### src/rtl/uart_pkg.sv
// rtl/uart_pkg.sv - shared types and constants for the UART blocks
package uart_pkg;

  typedef enum logic [1:0] {
    IDLE,
    START,
    DATA,
    STOP
  } tx_state_t;

  localparam logic [1:0] REG_TXDATA = 2'd0;
  localparam logic [1:0] REG_STATUS = 2'd1;

  localparam int ST_BUSY      = 0;
  localparam int ST_FULL      = 1;
  localparam int ST_EMPTY     = 2;
  localparam int ST_OVF       = 3;
  localparam int ST_COUNT_LSB = 4;

  // STATUS only has four bits for the count, so deep FIFOs saturate the field
  function automatic logic [3:0] sat_count4(input int unsigned n);
    logic [31:0] v;
    v = n;
    return (v > 32'd15) ? 4'hF : v[3:0];
  endfunction

endpackage

### src/rtl/uart_tx_mmio_if.sv
// rtl/uart_tx_mmio_if.sv - processor data-bus view of the UART register window
interface uart_tx_mmio_if;

  logic [31:0] addr_i;
  logic        we_i;
  logic [31:0] data_in_i;
  logic [31:0] data_out_o;
  logic        sel_o;

  modport master (
    output addr_i, we_i, data_in_i,
    input  data_out_o, sel_o
  );

  modport slave (
    input  addr_i, we_i, data_in_i,
    output data_out_o, sel_o
  );

endinterface

### src/rtl/sync_fifo.sv
// rtl/sync_fifo.sv - single-clock FIFO with occupancy count
module sync_fifo #(
  parameter int WIDTH = 8,
  parameter int DEPTH = 8
) (
  input  logic                       clk,
  input  logic                       rst,
  input  logic                       push_i,
  input  logic                       pop_i,
  input  logic [WIDTH-1:0]           data_i,
  output logic [WIDTH-1:0]           data_o,
  output logic                       full_o,
  output logic                       empty_o,
  output logic [$clog2(DEPTH):0]     count_o
);

  localparam int AW = $clog2(DEPTH);

  logic [WIDTH-1:0] mem_q [DEPTH];
  logic [AW-1:0]    wr_q, rd_q;
  logic [AW:0]      count_q;
  logic             do_push, do_pop;

  assign full_o  = (count_q == (AW+1)'(DEPTH));
  assign empty_o = (count_q == '0);
  assign count_o = count_q;
  assign data_o  = mem_q[rd_q];

  // A push into a full FIFO is still legal when the head leaves on the same edge
  assign do_pop  = pop_i & ~empty_o;
  assign do_push = push_i & (~full_o | do_pop);

  always_ff @(posedge clk) begin
    if (do_push) mem_q[wr_q] <= data_i;
  end

  always_ff @(posedge clk or posedge rst) begin
    if (rst) begin
      wr_q    <= '0;
      rd_q    <= '0;
      count_q <= '0;
    end else begin
      if (do_push) wr_q <= wr_q + AW'(1);
      if (do_pop)  rd_q <= rd_q + AW'(1);
      case ({do_push, do_pop})
        2'b10:   count_q <= count_q + (AW+1)'(1);
        2'b01:   count_q <= count_q - (AW+1)'(1);
        default: count_q <= count_q;
      endcase
    end
  end

endmodule

### src/rtl/uart_tx_mmio.sv
// rtl/uart_tx_mmio.sv - memory-mapped 8N1 UART transmitter with TX FIFO
module uart_tx_mmio
  import uart_pkg::*;
#(
  parameter logic [31:0] BASE_ADDR    = 32'hFFFF_0010,
  parameter int          CLKS_PER_BIT = 868,
  parameter int          FIFO_DEPTH   = 8
) (
  input  logic           clk,
  input  logic           reset_i,
  uart_tx_mmio_if.slave  bus,
  output logic           tx_o
);

  localparam int              TW   = $clog2(CLKS_PER_BIT);
  localparam int              CW   = $clog2(FIFO_DEPTH) + 1;
  localparam logic [TW-1:0]   TMAX = TW'(CLKS_PER_BIT - 1);

  tx_state_t       state_q, state_d;
  logic [TW-1:0]   timer_q, timer_d;
  logic [2:0]      idx_q, idx_d;
  logic [7:0]      shift_q, shift_d;
  logic            tx_q, tx_d;
  logic            ovf_q, ovf_d;
  logic [31:0]     data_out_q, data_out_d;
  logic            sel_q;

  logic            hit, wr_txdata, wr_status, push, pop;
  logic [1:0]      offset;
  logic [7:0]      fifo_dout;
  logic            fifo_full, fifo_empty;
  logic [CW-1:0]   fifo_count;
  logic [31:0]     status;
  logic            unused_bits;

  assign unused_bits = ^{bus.data_in_i[31:8], bus.addr_i[1:0]};

  assign hit       = (bus.addr_i[31:4] == BASE_ADDR[31:4]);
  assign offset    = bus.addr_i[3:2];
  assign wr_txdata = hit & bus.we_i & (offset == REG_TXDATA);
  assign wr_status = hit & bus.we_i & (offset == REG_STATUS);
  assign push      = wr_txdata & (~fifo_full | pop);

  sync_fifo #(
    .WIDTH (8),
    .DEPTH (FIFO_DEPTH)
  ) u_fifo (
    .clk     (clk),
    .rst     (reset_i),
    .push_i  (push),
    .pop_i   (pop),
    .data_i  (bus.data_in_i[7:0]),
    .data_o  (fifo_dout),
    .full_o  (fifo_full),
    .empty_o (fifo_empty),
    .count_o (fifo_count)
  );

  always_comb begin
    status                       = '0;
    status[ST_BUSY]              = (state_q != IDLE) | ~fifo_empty;
    status[ST_FULL]              = fifo_full;
    status[ST_EMPTY]             = fifo_empty;
    status[ST_OVF]               = ovf_q;
    status[ST_COUNT_LSB +: 4]    = sat_count4(32'(fifo_count));
  end

  always_comb begin
    data_out_d = '0;
    if (hit && !bus.we_i && offset == REG_STATUS) data_out_d = status;
  end

  // A dropped byte on the same edge as a clear leaves overflow set
  always_comb begin
    ovf_d = ovf_q;
    if (wr_status && bus.data_in_i[ST_OVF]) ovf_d = 1'b0;
    if (wr_txdata && !push)                 ovf_d = 1'b1;
  end

  always_comb begin
    state_d = state_q;
    timer_d = timer_q;
    idx_d   = idx_q;
    shift_d = shift_q;
    pop     = 1'b0;
    case (state_q)
      IDLE: begin
        if (!fifo_empty) begin
          pop     = 1'b1;
          shift_d = fifo_dout;
          timer_d = TMAX;
          state_d = START;
        end
      end
      START: begin
        if (timer_q == '0) begin
          timer_d = TMAX;
          idx_d   = 3'd0;
          state_d = DATA;
        end else begin
          timer_d = timer_q - TW'(1);
        end
      end
      DATA: begin
        if (timer_q == '0) begin
          shift_d = {1'b0, shift_q[7:1]};
          timer_d = TMAX;
          idx_d   = idx_q + 3'd1;
          if (idx_q == 3'd7) state_d = STOP;
        end else begin
          timer_d = timer_q - TW'(1);
        end
      end
      STOP: begin
        if (timer_q == '0) begin
          if (!fifo_empty) begin
            pop     = 1'b1;
            shift_d = fifo_dout;
            timer_d = TMAX;
            state_d = START;
          end else begin
            state_d = IDLE;
          end
        end else begin
          timer_d = timer_q - TW'(1);
        end
      end
      default: state_d = IDLE;
    endcase

    // Line level is registered off the next state so it changes on the transition edge
    case (state_d)
      START:   tx_d = 1'b0;
      DATA:    tx_d = shift_d[0];
      default: tx_d = 1'b1;
    endcase
  end

  always_ff @(posedge clk or posedge reset_i) begin
    if (reset_i) begin
      state_q    <= IDLE;
      timer_q    <= '0;
      idx_q      <= '0;
      shift_q    <= '0;
      tx_q       <= 1'b1;
      ovf_q      <= 1'b0;
      data_out_q <= '0;
      sel_q      <= 1'b0;
    end else begin
      state_q    <= state_d;
      timer_q    <= timer_d;
      idx_q      <= idx_d;
      shift_q    <= shift_d;
      tx_q       <= tx_d;
      ovf_q      <= ovf_d;
      data_out_q <= data_out_d;
      sel_q      <= hit;
    end
  end

  assign tx_o           = tx_q;
  assign bus.data_out_o = data_out_q;
  assign bus.sel_o      = sel_q;

endmodule

### src/flat_wrapper.sv
// flat-port wrapper written by rule: the top's interface ports become plain ports
module uart_tx_mmio_flat import uart_pkg::*;
#(
  parameter logic [31:0] BASE_ADDR    = 32'hFFFF_0010,
  parameter int          CLKS_PER_BIT = 868,
  parameter int          FIFO_DEPTH   = 8
)
  (clk, reset_i, tx_o, bus_addr_i, bus_we_i, bus_data_in_i, bus_data_out_o, bus_sel_o);
  uart_tx_mmio_if bus_i ();
  input  logic clk;
  input  logic reset_i;
  output logic tx_o;
  input wire logic [$bits(bus_i.addr_i)-1:0] bus_addr_i;
  input wire logic [$bits(bus_i.we_i)-1:0] bus_we_i;
  input wire logic [$bits(bus_i.data_in_i)-1:0] bus_data_in_i;
  output wire logic [$bits(bus_i.data_out_o)-1:0] bus_data_out_o;
  output wire logic [$bits(bus_i.sel_o)-1:0] bus_sel_o;
  assign bus_i.addr_i = bus_addr_i;
  assign bus_i.we_i = bus_we_i;
  assign bus_i.data_in_i = bus_data_in_i;
  assign bus_data_out_o = bus_i.data_out_o;
  assign bus_sel_o = bus_i.sel_o;
  uart_tx_mmio #(.BASE_ADDR(BASE_ADDR), .CLKS_PER_BIT(CLKS_PER_BIT), .FIFO_DEPTH(FIFO_DEPTH)) u_core (.clk(clk), .reset_i(reset_i), .bus(bus_i), .tx_o(tx_o));
endmodule
### config.mk
export PLATFORM = sky130hd
export DESIGN_NAME = uart_tx_mmio_flat
export DESIGN_NICKNAME = d
export VERILOG_FILES = /design/src/rtl/uart_pkg.sv /design/src/rtl/uart_tx_mmio_if.sv /design/src/rtl/sync_fifo.sv /design/src/rtl/uart_tx_mmio.sv /design/src/flat_wrapper.sv
export SDC_FILE = /design/constraint.sdc
export NUM_CORES = 1
export LEC_CHECK = 0
export CORE_UTILIZATION = 55
export CTS_BUF_LIST = sky130_fd_sc_hd__clkbuf_16
export DETAILED_ROUTE_END_ITERATION = 16
export GPL_ROUTABILITY_DRIVEN = 0
export PLACE_DENSITY = 0.93
export SLEW_MARGIN = 20
export SYNTH_ARGS = -nofsm -noshare
export SYNTH_HDL_FRONTEND = slang
export SYNTH_HIERARCHICAL = 1
export SYNTH_SLANG_ARGS = --single-unit
### constraint.sdc
create_clock -name clk -period 8.9 [get_ports clk]
set_input_delay 1.78 -clock clk [delete_from_list [all_inputs] [get_ports clk]]
set_output_delay 1.78 -clock clk [all_outputs]
set_load 0.005 [all_outputs]
==> results list, run 1 <==
- Run status: finished, final reports clean
- Fraction of registers with async set or reset after synthesis: 0.4074
- Synth Flop Type: sky130_fd_sc_hd__edfxtp_1
* Number of clock sinks: 108
- Share of cell area taken by muxes after synthesis: 0.1203
* Number of port buffers: 50
* Count of synthesis-stage warnings from yosys: 6
- Number of buffers on the longest clock path: 2
- Based on the critical path, the design can be clocked at up to 170.5 MHz.
- Portion of synthesized cell area occupied by the leading cell type: 0.3631
- Reported max-cap violation count: 0
- Setup violations remaining at the end of the flow were counted as 0.
* Adder-cell share of the synthesized area: 0.03215
* I/O pin cnt: 101
* Category of the worst setup path capture point: register
- Cell chain of the critical path: clkdlybuf4s50_1 > nor4_2 > nand4_1 > or4_4 > nor2_1 > nand2_1 > nor3_1 > o21a_1 > nand2b_1 > nor3_1 > buf_4
- Count of flip-flops with a built-in enable after synthesis: 64
- Antenna-violating nets left: 0
* Post-synthesis cell area: 0.005293 mm^2
- Core box area: 0.009284 mm^2
* Number of H-tree levels: 3
* Post-synthesis instance total: 400
- Via-to-Cell Ratio: 5.729
- For this run, the total global-route usage over all layers was measured as 0.2218.
* Ant. Diodes: 0
- Entering global routing, the biggest net connects 35 pins.
- Hold Violations, Final: 0
* Data arrival time of the critical path: 5.94 ns
* Largest cells by area after synthesis: sky130_fd_sc_hd__edfxtp_1 (36%), sky130_fd_sc_hd__dfrtp_1 (20%), sky130_fd_sc_hd__mux4_1 (6.0%), sky130_fd_sc_hd__buf_4 (3.7%), sky130_fd_sc_hd__ha_1 (2.8%)
- TritonCTS created 9 clock buffers.
- The share of the synthesized area in compound gates (AO/OA/AOI/OAI) was 0.08392.
- Main combinational cell family by area after synthesis: multiplexers
- The number of global-route vias before repair came to 3357.
* Filler cell count: 636
* Fraction of power consumed by sequential logic: 0.555
* Post-CTS Hold Buffers: 0
* Synthesis-to-layout area growth: 15.13%
- Setup repair after global routing left no endpoint under its margin.
* Clock network latency to the later pin of the worst-skew pair: 0.36 ns
- For this run, the register share of the synthesized area comes to 0.5714.
- LEAKAGE: 2.324 nW
* Combinational power share: 0.031
- Synth top cells by count: sky130_fd_sc_hd__edfxtp_1 (64), sky130_fd_sc_hd__dfrtp_1 (43), sky130_fd_sc_hd__nor2_1 (30)
- For this run, the post-layout net count is 528.
- The number of max-slew violations in the final report was 0.
- At the pin with the least slew margin, the transition time is 1.104 ns.
* HPWL after DPL: 7.197 mm
- Number of cells in the design after placement: 566
* Net switching power: 208.1 uW
- The slowest stage of the critical path is the sky130_fd_sc_hd__nor3_1 cell.
- Post-CTS repair changed the size of 0 cells.
* Total congestion overflow: 0
* Library cell used as clock root buffer: sky130_fd_sc_hd__clkbuf_16
* CP max stage delay: 0.86 ns
- The worst setup path is launched from a primary input.
* Fraction of power spent switching nets: 0.2178
* Class of the tightest hold or removal check: register to register
- For this run, the detailed router's first-pass iteration total came to 5.
- In the final layout, the share of cells above drive strength 1 is 0.1280.
- Dividing the detail-routed wire length by the instance count gives 17.95 um.
* CTS tree: yes
* Total detailed-routing wirelength: 10.45 mm
- The first global-routing pass estimated 16.56 mm of wire.
- Row cnt: 35
- Reg clk slew, reported paths: 0.08 ns
- Counting I/O delays and the setup requirement, the final critical path takes 5.865 ns.
- Of the total synthesized cell area, the portion taken by AND, OR, NAND and NOR gates is 0.1135.
- Horizontal die dimension: 100.1 um
- The detailed router finished its first iteration with 200 violations.
- Number of different library cells in the post-synthesis netlist: 64
- Average size of a mapped cell: 13.23 um^2
- Counting stages on the worst path, the most repeated cell is sky130_fd_sc_hd__nor3_1.
- Antenna violations before repair: 0
- Worst max-slew margin expressed relative to the limit: 0.2584
* Cell taking the most area after synthesis: sky130_fd_sc_hd__edfxtp_1
* FF+latch count, synth: 108
- Once layout is complete, the cells apart from fillers number 582.
* Floorplan die height: 100.1 um
- For this configuration, the core starts out at a cell density of 0.5701.
- Worst setup path category: primary input to register
- Share of the synthesized netlist area taken by xor and xnor gates: 0.01324
- In this run the power density over the cells is 156.8 mW/mm^2.
- Final period util: 0.6590
- Across the VDD grid, the largest voltage drop is 0.1342 mV.
- Setup bufs post-CTS: 0
* Internal power summed over all cells: 747.4 uW
* Clock Skew: 0.004881 ns
- Critical path fanouts, max: 8
- The die covers 0.01002 mm^2.
- In the routed design, unresolved DRC markers number 0.
- Hold slack final: 0.5061 ns
- Crit path required time: 8.97 ns
- Summed over all failing endpoints, the final setup total negative slack is 0 ns.
- Routed via count: 3334
* Clock network fraction of design power: 0.413
- Most numerous cell in the Yosys netlist: sky130_fd_sc_hd__edfxtp_1
[metrics by stage]
stage / utilization / instance area, um^2 / power, mW / setup WS (ns)
after detailed placement: 0.6243 / 5796 / 0.5715 / 2.787
after global placement: 0.6243 / 5796 / 0.5702 / 3.140
after global routing: 0.6563 / 6093 / 0.9810 / 2.894
after CTS: 0.6563 / 6093 / 0.9644 / 3.088
after floorplan: - / 5379 / 0.5556 / 4.355
final: 0.6563 / 6093 / 0.9554 / 3.035
[power by group through the flow]
stage / sequential (mW) / combinational (mW) / clock [mW]
2_1_floorplan: 0.542 / 0.0140 / 0
3_3_place_gp: 0.542 / 0.0287 / 0
3_5_place_dp: 0.542 / 0.0300 / 0
4_1_cts: 0.531 / 0.0302 / 0.404
5_1_grt: 0.531 / 0.0333 / 0.417
6_report: 0.531 / 0.0299 / 0.395
[kinds of logic after synthesis]
group	count (synthesis)
AOI/OAI and AO/OA	66
buffers and inverters	58
and+or+nand+nor	109
xor gates and xnor gates	8
DFF	108
adders and majority gates	13
other	1
muxes	37
[layout by cell type (no fill, tap or decap), types with 14 or more instances in the layout]
master and n:
sky130_fd_sc_hd__inv_1 18, sky130_fd_sc_hd__conb_1 24, sky130_fd_sc_hd__nor2_1 30, sky130_fd_sc_hd__nand2_1 28
sky130_fd_sc_hd__dfrtp_1 43, sky130_fd_sc_hd__o21ai_0 14, sky130_fd_sc_hd__a21oi_1 19, sky130_fd_sc_hd__clkdlybuf4s50_1 50
sky130_fd_sc_hd__edfxtp_1 64
[path summary, 6_finish.rpt]
kind,startpoint,end,slack (ns),cells past startpoint
setup / recovery,bus_addr_i[6],u_core/u_fifo/mem_q[0][5]$_DFFE_PP_,3.04,11
hold / removal,u_core/idx_q[0]$_DFFE_PP0P_,u_core/idx_q[0]$_DFFE_PP0P_,0.51,1
setup reg to reg,u_core/timer_q[0]$_DFF_PP0_,u_core/u_fifo/mem_q[0][5]$_DFFE_PP_,4.06,11
hold reg to reg,u_core/idx_q[0]$_DFFE_PP0P_,u_core/idx_q[0]$_DFFE_PP0P_,0.51,1
max in group asynchronous,reset_i,u_core/tx_o$_DFF_PP1_,6.72,3
min in group asynchronous,reset_i,u_core/u_fifo/wr_q[1]$_DFFE_PP0P_,1.73,2
[worst max-delay path, delay by kind of cell]
kind | cells | cell delay [ns]
and+or+nand+nor | 8 | 3.14
buffers and inverters | 2 | 0.71
AOI/OAI and AO/OA | 1 | 0.30
[cell type report]
cell class / count / area, um^2 / share of cell area
clock buffer: 9 / 225.2 / 0.03696
clock inverter: 7 / 72.57 / 0.01191
inverter: 18 / 67.56 / 0.01109
multi-input combinational: 257 / 2012 / 0.3302
sequential: 108 / 3024 / 0.4963
tap: 129 / 161.4 / 0.02649
timing repair buffer: 54 / 530.5 / 0.08706
[flip-flops by register name (all words and copies together), names as in the netlist]
name	flops
u_core/u_fifo/mem_q	64
u_core/bus.sel_o	1
u_core/ovf_q	1
u_core/u_fifo/rd_q	3
u_core/state_q	2
u_core/bus.data_out_o	8
u_core/u_fifo/wr_q	3
u_core/tx_o	1
u_core/timer_q	10
u_core/u_fifo/count_o	4
u_core/shift_q	8
u_core/idx_q	3
[metal layers]
metal / wire length (um) / track usage / up-vias
met5: 0 / 0 / -
met4: 264 / 0.1026 / 0
met3: 526 / 0.04805 / 30
met2: 5523 / 0.3899 / 134
met1: 4132 / 0.2612 / 1632
li1: - / - / 1538
(Power assumes the default switching activity.)
==> run 2: changes to the inputs <==
--- a/config.mk
+++ b/config.mk
@@ -5,11 +5,11 @@
 export SDC_FILE = /design/constraint.sdc
 export NUM_CORES = 1
 export LEC_CHECK = 0
-export CORE_UTILIZATION = 55
+export CORE_UTILIZATION = 52
 export CTS_BUF_LIST = sky130_fd_sc_hd__clkbuf_16
 export DETAILED_ROUTE_END_ITERATION = 16
 export GPL_ROUTABILITY_DRIVEN = 0
-export PLACE_DENSITY = 0.93
+export PLACE_DENSITY = 0.89
 export SLEW_MARGIN = 20
 export SYNTH_ARGS = -nofsm -noshare
 export SYNTH_HDL_FRONTEND = slang
==> constraint.sdc (replaced) <==
create_clock -name clk -period 5.71 [get_ports clk]
set_input_delay 1.142 -clock clk [delete_from_list [all_inputs] [get_ports clk]]
set_output_delay 1.142 -clock clk [all_outputs]
set_load 0.005 [all_outputs]
==> run 2 against run 1 <==
Combinational power is 58% higher. Non-clock buffer count is 1 higher. Die area is 5.7% higher. Wire length is 2.7% lower. Global-route usage is 0.81 points lower.
==> results list, run 2 (synthesized netlist as in run 1, its figures left out) <==
* Core box area: 0.009819 mm^2 (was 0.009284 mm^2)
- Post-CTS Hold Buffers: 0 (unchanged)
- Worst hold path startpoint: u_core/idx_q[0]$_DFFE_PP0P_ (unchanged)
- The wire length after detailed routing was 10.16 mm (was 10.45 mm).
- The clock sink count came to 108 (unchanged).
- The detailed-route DRC error count came to 0 (unchanged).
- Antenna-violating nets left: 0 (unchanged)
- The number of instances resized during post-cts repair came to 0 (unchanged).
- The final HPWL from detailed placement came to 7.056 mm (was 7.197 mm).
- The type of the setup path with the least slack is register to register (was primary input to register).
* Horizontal die dimension: 102.9 um (was 100.1 um)
* Final period util: 0.7872
- Peak supply drop: 0.1894 mV (was 0.1342 mV)
- Antenna violations before repair: 0 (unchanged)
- Hold Violations, Final: 0 (unchanged)
- The capture point of the worst reg-to-reg path was u_core/u_fifo/count_o[3]$_DFFE_PP0P_ (was u_core/u_fifo/mem_q[0][5]$_DFFE_PP_).
- Max-slew violation count: 0 (unchanged)
- The count of placed standard cells in the final layout, fillers left out was 587 (was 582).
- The setup TNS was 0 ns (unchanged).
- Routed via count: 3252 (was 3334)
- The post-CTS repair timing setup buffer count is 0 (unchanged).
- The final layout net count came to 529 (was 528).
* Class of the tightest hold or removal check: register to register (unchanged)
* CTS tree: yes (unchanged)
- Crit Reg-Reg Startpoint: u_core/timer_q[0]$_DFF_PP0_ (unchanged)
- First-pass GRT wire length: 16.61 mm (was 16.56 mm)
- The clock transition at the register clock pins on the worst setup and hold paths after CTS came to 0.07 ns (was 0.08 ns).
- Ant. Diodes: 0 (unchanged)
* Via-to-Cell Ratio: 5.540 (was 5.729)
- Number of port buffers: 50 (unchanged)
* Instance count along the most critical hold path: 1 (unchanged)
- The timing startpoint of the critical path is u_core/timer_q[0]$_DFF_PP0_ (was bus_addr_i[6]).
* Crit path required time: 5.99 ns (was 8.97 ns)
* Largest register by flop count: u_core/u_fifo/mem_q (unchanged)
- The cell area power density is 238.3 mW/mm^2 (was 156.8 mW/mm^2).
* Run status: finished, final reports clean (unchanged)
- The iteration-0 DRC count of the detailed router is 165 (was 200).
- The static leakage is 2.325 nW (was 2.324 nW).
* Filler cell count: 754 (was 636)
* Total Die Area: 0.01059 mm^2 (was 0.01002 mm^2)
- The number of cells traversed by the worst register-to-register path was 14 (was 11).
* Biggest registers after layout: u_core/u_fifo/mem_q x64, u_core/timer_q x10 (unchanged)
* Number of cells in the design after placement: 571 (was 566)
- Setup repair after global routing missed its margin: no (unchanged).
* Data arrival time of the critical path: 4.78 ns (was 5.94 ns)
- The final global-route overflow total is 0 (unchanged).
* TritonCTS buffer count: 9 (unchanged)
- The slew at the pin with the worst max-slew slack came to 0.9441 ns (was 1.104 ns).
- Number of H-tree levels: 3 (unchanged)
* I/O pin cnt: 101 (unchanged)
* Register-to-register path setup slack: 1.21 ns (was 4.06 ns)
* Synthesis-to-layout area growth: 14.94% (was 15.13%)
- The setup-violating endpoint count in the final report is 0 (unchanged).
- The worst slew margin relative to its limit was 0.3683 (was 0.2584).
- Worst Setup Start Kind: register (was primary input)
* Category of the worst setup path capture point: register (unchanged)
- Row cnt: 36 (was 35)
- Reported max-cap violation count: 0 (unchanged)
- Commonest cells after routing, fill and taps aside: sky130_fd_sc_hd__edfxtp_1 (64), sky130_fd_sc_hd__clkdlybuf4s50_1 (50), sky130_fd_sc_hd__dfrtp_1 (43), sky130_fd_sc_hd__nor2_1 (30), sky130_fd_sc_hd__nand2_1 (28) (unchanged)
- The routed design could run at a clock period as short as 4.495 ns.
- The vertical die dimension came to 102.9 um (was 100.1 um).
* Wire per inst: 17.31 um (was 17.95 um)
* Via count of the first global-routing pass: 3285 (was 3357)
- Most common cell after layout, fill and taps aside: sky130_fd_sc_hd__edfxtp_1 (unchanged)
- The buffer depth of the longest clock path was 2 (unchanged).
- Initial core utilization: 0.5390 (was 0.5701)
* Library cell used as clock root buffer: sky130_fd_sc_hd__clkbuf_16 (unchanged)
- The largest driver fanout on the critical path is 10 (was 8).
- The count of TritonRoute iterations in the first routing pass was 4 (was 5).
- The clock network latency to the later pin of the worst-skew pair came to 0.35 ns (was 0.36 ns).
* Global Route Usage Sum: 0.2136 (was 0.2218)
* Clock Skew: 0.009888 ns (was 0.004881 ns)
* Pin count of the biggest net entering global routing: 25 (was 35)
- Number of flip-flops under the largest register name: 64 (unchanged)
- Fraction of layout instances using a drive strength above 1: 0.1256 (was 0.1280)
- The end of the worst hold path was u_core/idx_q[0]$_DFFE_PP0P_ (unchanged).
* Highest clock frequency the design can meet: 222.5 MHz
-- run 2: changes by cell type in the layout (fill, tap and decap cells not counted), sizes merged --
cell	previous run	this run
buf	4	5
-- run 2: where the power goes --
part	total, mW	internal, mW	switching [mW]
sequential	0.827	0.827	0.00000000104
combinational	0.0472	0.0259	0.0213
clock	0.575	0.299	0.276
-- run 2: final cells by class --
class	count	area (um^2)	area share
well taps	133	166.4	0.02736
clock inverters	7	50.05	0.008227
repair buffers	55	538.0	0.08844
flip-flops and latches	108	3024	0.4971
inverters	18	67.56	0.01111
clock buffers	9	225.2	0.03702
multi-input cells	257	2012	0.3307
-- run 2: worst max-delay path by stage --
stage | slack, ns | cells past startpoint | end
6_report | 1.21 | 14 | u_core/u_fifo/count_o[3]$_DFFE_PP0P_
5_1_grt | 0.88 | 14 | u_core/u_fifo/count_o[3]$_DFFE_PP0P_
4_1_cts | 1.23 | 14 | u_core/u_fifo/count_o[3]$_DFFE_PP0P_
3_5_place_dp | 0.99 | 11 | u_core/u_fifo/mem_q[2][2]$_DFFE_PP_
3_3_place_gp | 1.20 | 11 | u_core/u_fifo/mem_q[4][2]$_DFFE_PP_
2_1_floorplan | 1.80 | 14 | u_core/u_fifo/count_o[3]$_DFFE_PP0P_
-- run 2: critical path, cell delays in order, from the launching register on --
cell                       delay [ns]
sky130_fd_sc_hd__dfrtp_1         0.41
sky130_fd_sc_hd__inv_1           0.09
sky130_fd_sc_hd__ha_1            0.21
sky130_fd_sc_hd__nor3b_1         0.54
sky130_fd_sc_hd__and3_1          0.51
sky130_fd_sc_hd__a21oi_2         0.23
sky130_fd_sc_hd__nor3_1          0.74
sky130_fd_sc_hd__o21ai_2         0.20
sky130_fd_sc_hd__or2_2           0.35
sky130_fd_sc_hd__inv_1           0.08
sky130_fd_sc_hd__ha_1            0.25
sky130_fd_sc_hd__or2_2           0.30
sky130_fd_sc_hd__nand3_1         0.11
sky130_fd_sc_hd__mux2_2          0.34
sky130_fd_sc_hd__nand3b_1        0.08
-- run 2: per-stage QoR --
step | utilization | hold slack, ns | area [um^2] | total power [mW] | worst slack (ns)
2_1_floorplan | - | 0.4570 | 5379 | 0.8661 | 1.803
3_3_place_gp | 0.5915 | 0.4781 | 5808 | 0.8893 | 1.197
6_report | 0.6195 | 0.5094 | 6083 | 1.450 | 1.215
5_1_grt | 0.6195 | 0.5450 | 6083 | 1.499 | 0.8812
3_5_place_dp | 0.5915 | 0.4918 | 5808 | 0.8918 | 0.9927
4_1_cts | 0.6195 | 0.5044 | 6083 | 1.466 | 1.235
-- run 2: routing by layer --
| metal | up-vias | share of wire | GRT usage |
|---|---|---|---|
| met5 | - | 0 | 0 |
| met4 | 0 | 0.017 | 0.06717 |
| met3 | 16 | 0.052 | 0.05695 |
| met2 | 105 | 0.52 | 0.3687 |
| met1 | 1595 | 0.41 | 0.2634 |
| li1 | 1536 | - | - |
==> patch 1, RTL diff (settings of run 1) <==
Remove the register `tx_q`: a continuous assignment takes its place, so the output `tx_o` follows one clock earlier.
--- a/src/rtl/uart_tx_mmio.sv
+++ b/src/rtl/uart_tx_mmio.sv
@@ -143,5 +143,4 @@
       idx_q      <= '0;
       shift_q    <= '0;
-      tx_q       <= 1'b1;
       ovf_q      <= 1'b0;
       data_out_q <= '0;
@@ -152,5 +151,4 @@
       idx_q      <= idx_d;
       shift_q    <= shift_d;
-      tx_q       <= tx_d;
       ovf_q      <= ovf_d;
       data_out_q <= data_out_d;
@@ -158,4 +156,6 @@
     end
   end
+
+  assign tx_q = tx_d;
 
   assign tx_o           = tx_q;
Function: changed (a bounded check fails within 4 cycles, from zero or initial values and one cycle with reset_i high).
==> patch 1 against run 1 <==
- sequential power down 0.9%
- via count down 2.2%
- clock power up 6.8%
- design area up 0.43%
- power up 2.3%
- combinational power down 4%
- sequential cell count down 1
- area after synthesis down 0.33%
- synthesized cell count down 5.3%
- utilization up 0.28 points
- routed wire length down 2.8%
- setup slack better by 0.38 ns
- critical path type is now reg2out
==> patch 1: results (changes against run 1) <==
[finish]
fillCellCount = 648  ; +1.9%
seq_cells = 107  ; -0.93%
clock_area_frac = 0.05377  ; +0.004902
drive_gt1_frac = 0.1181  ; -0.009980
utilization = 0.6592  ; +0.002830
layout.nonclk_buf_frac = 0.08669  ; -0.0003739
n_all_buffers = 54  ; unchanged
nets = 507  ; -4.0%
multi_input_area_um2 = 2041  ; +1.4%
multi_input_cells = 239  ; -7.0%
inverters_excl_clock = 16  ; -2

[sta]
finClkSkew_ns = 0.01215  ; +0.007271 ns
tightestPinTransition_ns = 1.074  ; -0.03025 ns
setup_ws_ns = 3.413  ; +0.3779 ns
period_minus_slack_ns = 5.487  ; -0.3779 ns

[route]
wirelength_mm = 10.16  ; -2.8%
dr.first_iter.drc_count = 215  ; +7.5%
routedLengthMet1_mm = 4.133  ; about the same
dr.pass1.iters = 4  ; -1
wl_met3_um = 449  ; -15%
wl_per_cell_um = 18.10  ; +0.84%
via_per_inst = 5.809  ; +1.4%
wl_met2_mm = 5.391  ; -2.4%

[synth]
synth_async_sr_flop_share = 0.4019  ; -0.005538
synthDistinctLibCells = 69  ; +7.8%
synth_top_area_frac = 0.3643  ; +0.001206
synth_cells = 379  ; -5.3%
seq_area_frac_synth = 0.5683  ; -0.003084
synth.area.top_cells = edfxtp_1 (36%), dfrtp_1 (20%), mux4_1 (6.0%), buf_4 (3.4%), ha_1 (2.8%)
ys_top_cells_by_count = edfxtp_1 (64), dfrtp_1 (43), buf_4 (24), nor2_1 (20), inv_1 (16)

[hold_path]
min_from = u_core/ovf_q
hold_end = u_core/bus.data_out_o[3]
holdCritPathClass = reg2reg

[worst_setup_path]
critical-path-max-stage-delay_ns = 0.99  ; +0.13 ns
critPathLaunch = u_core/u_fifo/rd_q[0]
r2r-end = u_core/u_fifo/count_o[3]
r2r_cells = 14  ; +3
cp-endpoint = tx_o
cp_slowest_cell = dfrtp_1
r2r_setup_slack_ns = 3.68  ; -0.38 ns
critPathTopFamily = multiplexers
worstPathArrival_ns = 3.71  ; -2.23 ns
crit_fanout = 18  ; +10

[power]
ir_worst_vdd_mv = 0.1170  ; -13%
comb_power_share = 0.029  ; -0.002
p_int_mw = 0.7713  ; +3.2%
p_sw_mw = 0.2058  ; -1.1%
p_leak_nw = 2.347  ; +1.0%
p_seq_mw = 0.526  ; -0.9%

[place]
dp_worst_setup_slack_ns = 3.576  ; +0.7892 ns
numPlacedInstances = 545  ; -3.7%
dp_hpwl_mm = 6.918  ; -3.9%
dpl-instance-area_um2 = 5784  ; -0.19%

[clocking]
cts_resized = 0  ; unchanged

[outcome]
status = finished clean

[global_route]
grt_pass1_vias = 3325  ; -0.95%
grtUsageTotal = 0.2216  ; about the same

==> patch 1: changes by cell type after synthesis, sizes merged, moves of 6 or more <==
cell / run 1 / this run
nand2: 28 / 13
a21oi: 20 / 7
a22o: 0 / 8
o31ai: 8 / 2
o2bb2ai: 0 / 7
nor2: 30 / 20
==> patch 1: routing by layer <==
layer  track usage  vias up
li1              -     1502
met1        0.2682     1620
met2        0.3825      117
met3       0.04526       20
met4        0.1041        0
met5             0        -
==> patch 1: kinds of logic (layout without fill, tap and decap cells) <==
family	after synthesis	count (layout)	share of synthesized area
AO/OA/AOI/OAI	65	65	0.1015
XOR/XNOR	8	8	0.01328
adder cells (fa/ha/maj)	13	13	0.03226
flip-flops	107	107	0.5683
AND/OR/NAND/NOR	92	92	0.1010
other	1	24	0.0007109
multiplexers	37	37	0.1205
buffers and inverters	56	86	0.06238
==> patch 2, RTL diff (settings of run 1) <==
Without the edit above. `CLKS_PER_BIT` is set to 868 in 2 places; all go to 434.
--- a/src/rtl/uart_tx_mmio.sv
+++ b/src/rtl/uart_tx_mmio.sv
@@ -4,5 +4,5 @@
 #(
   parameter logic [31:0] BASE_ADDR    = 32'hFFFF_0010,
-  parameter int          CLKS_PER_BIT = 868,
+  parameter int          CLKS_PER_BIT = 434,
   parameter int          FIFO_DEPTH   = 8
 ) (
--- a/src/flat_wrapper.sv
+++ b/src/flat_wrapper.sv
@@ -3,5 +3,5 @@
 #(
   parameter logic [31:0] BASE_ADDR    = 32'hFFFF_0010,
-  parameter int          CLKS_PER_BIT = 868,
+  parameter int          CLKS_PER_BIT = 434,
   parameter int          FIFO_DEPTH   = 8
 )
Check against the original RTL: no difference found for any inputs over 10 cycles, from zero or initial values and one cycle with reset_i high; that may be too few to reach the edited logic, so the function may still have changed.
==> patch 2 against run 1 <==
- clock power grew 5.1%
- maximum frequency grew 10%
- global-route usage grew 0.74 points
- routed wire length grew 2.4%
- count of clock-buffer cells in the layout is the same
- non-clock buffer count is the same
- sequential cell count shrank 1
- sequential share of layout area shrank 0.25 points
- design area shrank 0.33%
- via count grew 1.2%
- worst hold slack lost 0.012 ns
- power grew 1.5%
- setup slack gained 0.55 ns
- critical path type unchanged
- area after synthesis shrank 0.95%
==> patch 2: results (changes against run 1) <==
[synth]
synth-adder-area-share = 0.03246  ; +0.0003069
synth.area.top_cells = edfxtp_1 (37%), dfrtp_1 (20%), mux4_1 (6.0%), buf_4 (3.6%), ha_1 (2.9%)
synth-xor-area-share = 0.01002  ; -0.003215
ys_top_cells_by_count = edfxtp_1 (64), dfrtp_1 (42), buf_4 (25), nor2_1 (20), nand2_1 (16)
synth_async_sr_flop_share = 0.4019  ; -0.005538
avgSynthCellArea_um2 = 13.76  ; +4.0%
synth_seq_cells = 107  ; -0.93%
synth.area.mux_share = 0.1234  ; +0.003058
seq_area_frac_synth = 0.5721  ; +0.0006816
synth_compound_area_frac = 0.09690  ; +0.01297
synthDistinctLibCells = 66  ; +3.1%

[global_route]
grt_pass1_vias = 3317  ; -1.2%
grt_first_pass_wirelength_mm = 17.04  ; +2.9%
grt_max_degree = 34  ; -2.9%
grtUsageTotal = 0.2291  ; +0.007351

[finish]
multi_input_area_share = 0.3300  ; about the same
nets = 509  ; -3.6%
fillCellCount = 619  ; -2.7%
clock_area_frac = 0.05295  ; +0.004075
layout.nonclk_buf_frac = 0.08735  ; +0.0002870
drive_gt1_frac = 0.1244  ; -0.003611
largestRegisters = u_core/u_fifo/mem_q: 64 flops, u_core/timer_q: 9 flops
n_all_buffers = 54  ; unchanged
multi_input_cells = 242  ; -5.8%
utilization = 0.6573  ; +0.0009440
inverters_excl_clock = 15  ; -3
seq-cell-share = 0.4938  ; -0.002484

[place]
dpl-instance-area_um2 = 5742  ; -0.93%
dp_hpwl_mm = 6.976  ; -3.1%
numPlacedInstances = 547  ; -3.4%
dp_worst_setup_slack_ns = 3.091  ; +0.3038 ns

[clocking]
cts-buffers-inserted = 9  ; unchanged
root_buffer = clkbuf_16
htreeDepth = 3  ; unchanged

[power]
power_frac_seq = 0.542  ; -0.013
p_sw_frac = 0.2271  ; +0.009302
p_comb_mw = 0.0291  ; -3%
p_per_area_nw_per_um2 = 159.7  ; +1.9%
ir_worst_vdd_mv = 0.1762  ; +31%
p_leak_nw = 2.344  ; +0.85%

[route]
vias = 3373  ; +1.2%
wl_per_cell_um = 19.00  ; +5.8%
via_per_inst = 5.991  ; +4.6%
dr.first_iter.drc_count = 195  ; -2.5%
dr.pass1.iters = 4  ; -1

[outcome]
status = finished clean

[worst_setup_path]
critical-path-max-stage-delay_ns = 0.66  ; -0.20 ns
cp_slowest_cell = nor3b_2
r2r_setup_slack_ns = 4.21  ; +0.15 ns
worstPathArrival_ns = 5.60  ; -0.34 ns

[sta]
max-slew-margin-rel = 0.3063  ; +0.04792
hold_slack_ns = 0.4944  ; -0.01172 ns
setup_ws_ns = 3.588  ; +0.5530 ns
finClkSkew_ns = 0.01027  ; +0.005386 ns

[floorplan]
dieArea_um2 = 9926  ; -0.93%

patch 2: cell types whose count changed in the layout (fill, tap and decap cells not counted), sizes merged, moves of 5 or more:
cell / delta
o2bb2ai: +7
a21oi: -12
a22o: +9
o31ai: -5
nor2: -9
nand2: -12
patch 2: metal layers:
| metal | vias to the layer above | global-route usage | part of all wire |
|---|---|---|---|
| li1 | 1501 | - | - |
| met1 | 1668 | 0.2937 | 0.39 |
| met2 | 173 | 0.3868 | 0.53 |
| met3 | 31 | 0.04708 | 0.058 |
| met4 | 0 | 0.08710 | 0.025 |
| met5 | - | 0 | 0 |
patch 2: path summary, 6_finish.rpt:
path	start	to	cells after the start
max reg2reg	u_core/timer_q[0]	u_core/u_fifo/count_o[3]	14
min reg2reg	u_core/ovf_q	u_core/bus.data_out_o[3]	1
min in group asynchronous	reset_i	u_core/u_fifo/count_o[0]	2
max	bus_addr_i[5]	u_core/u_fifo/count_o[3]	13
max in group asynchronous	reset_i	u_core/tx_o	3
min	u_core/ovf_q	u_core/bus.data_out_o[3]	1
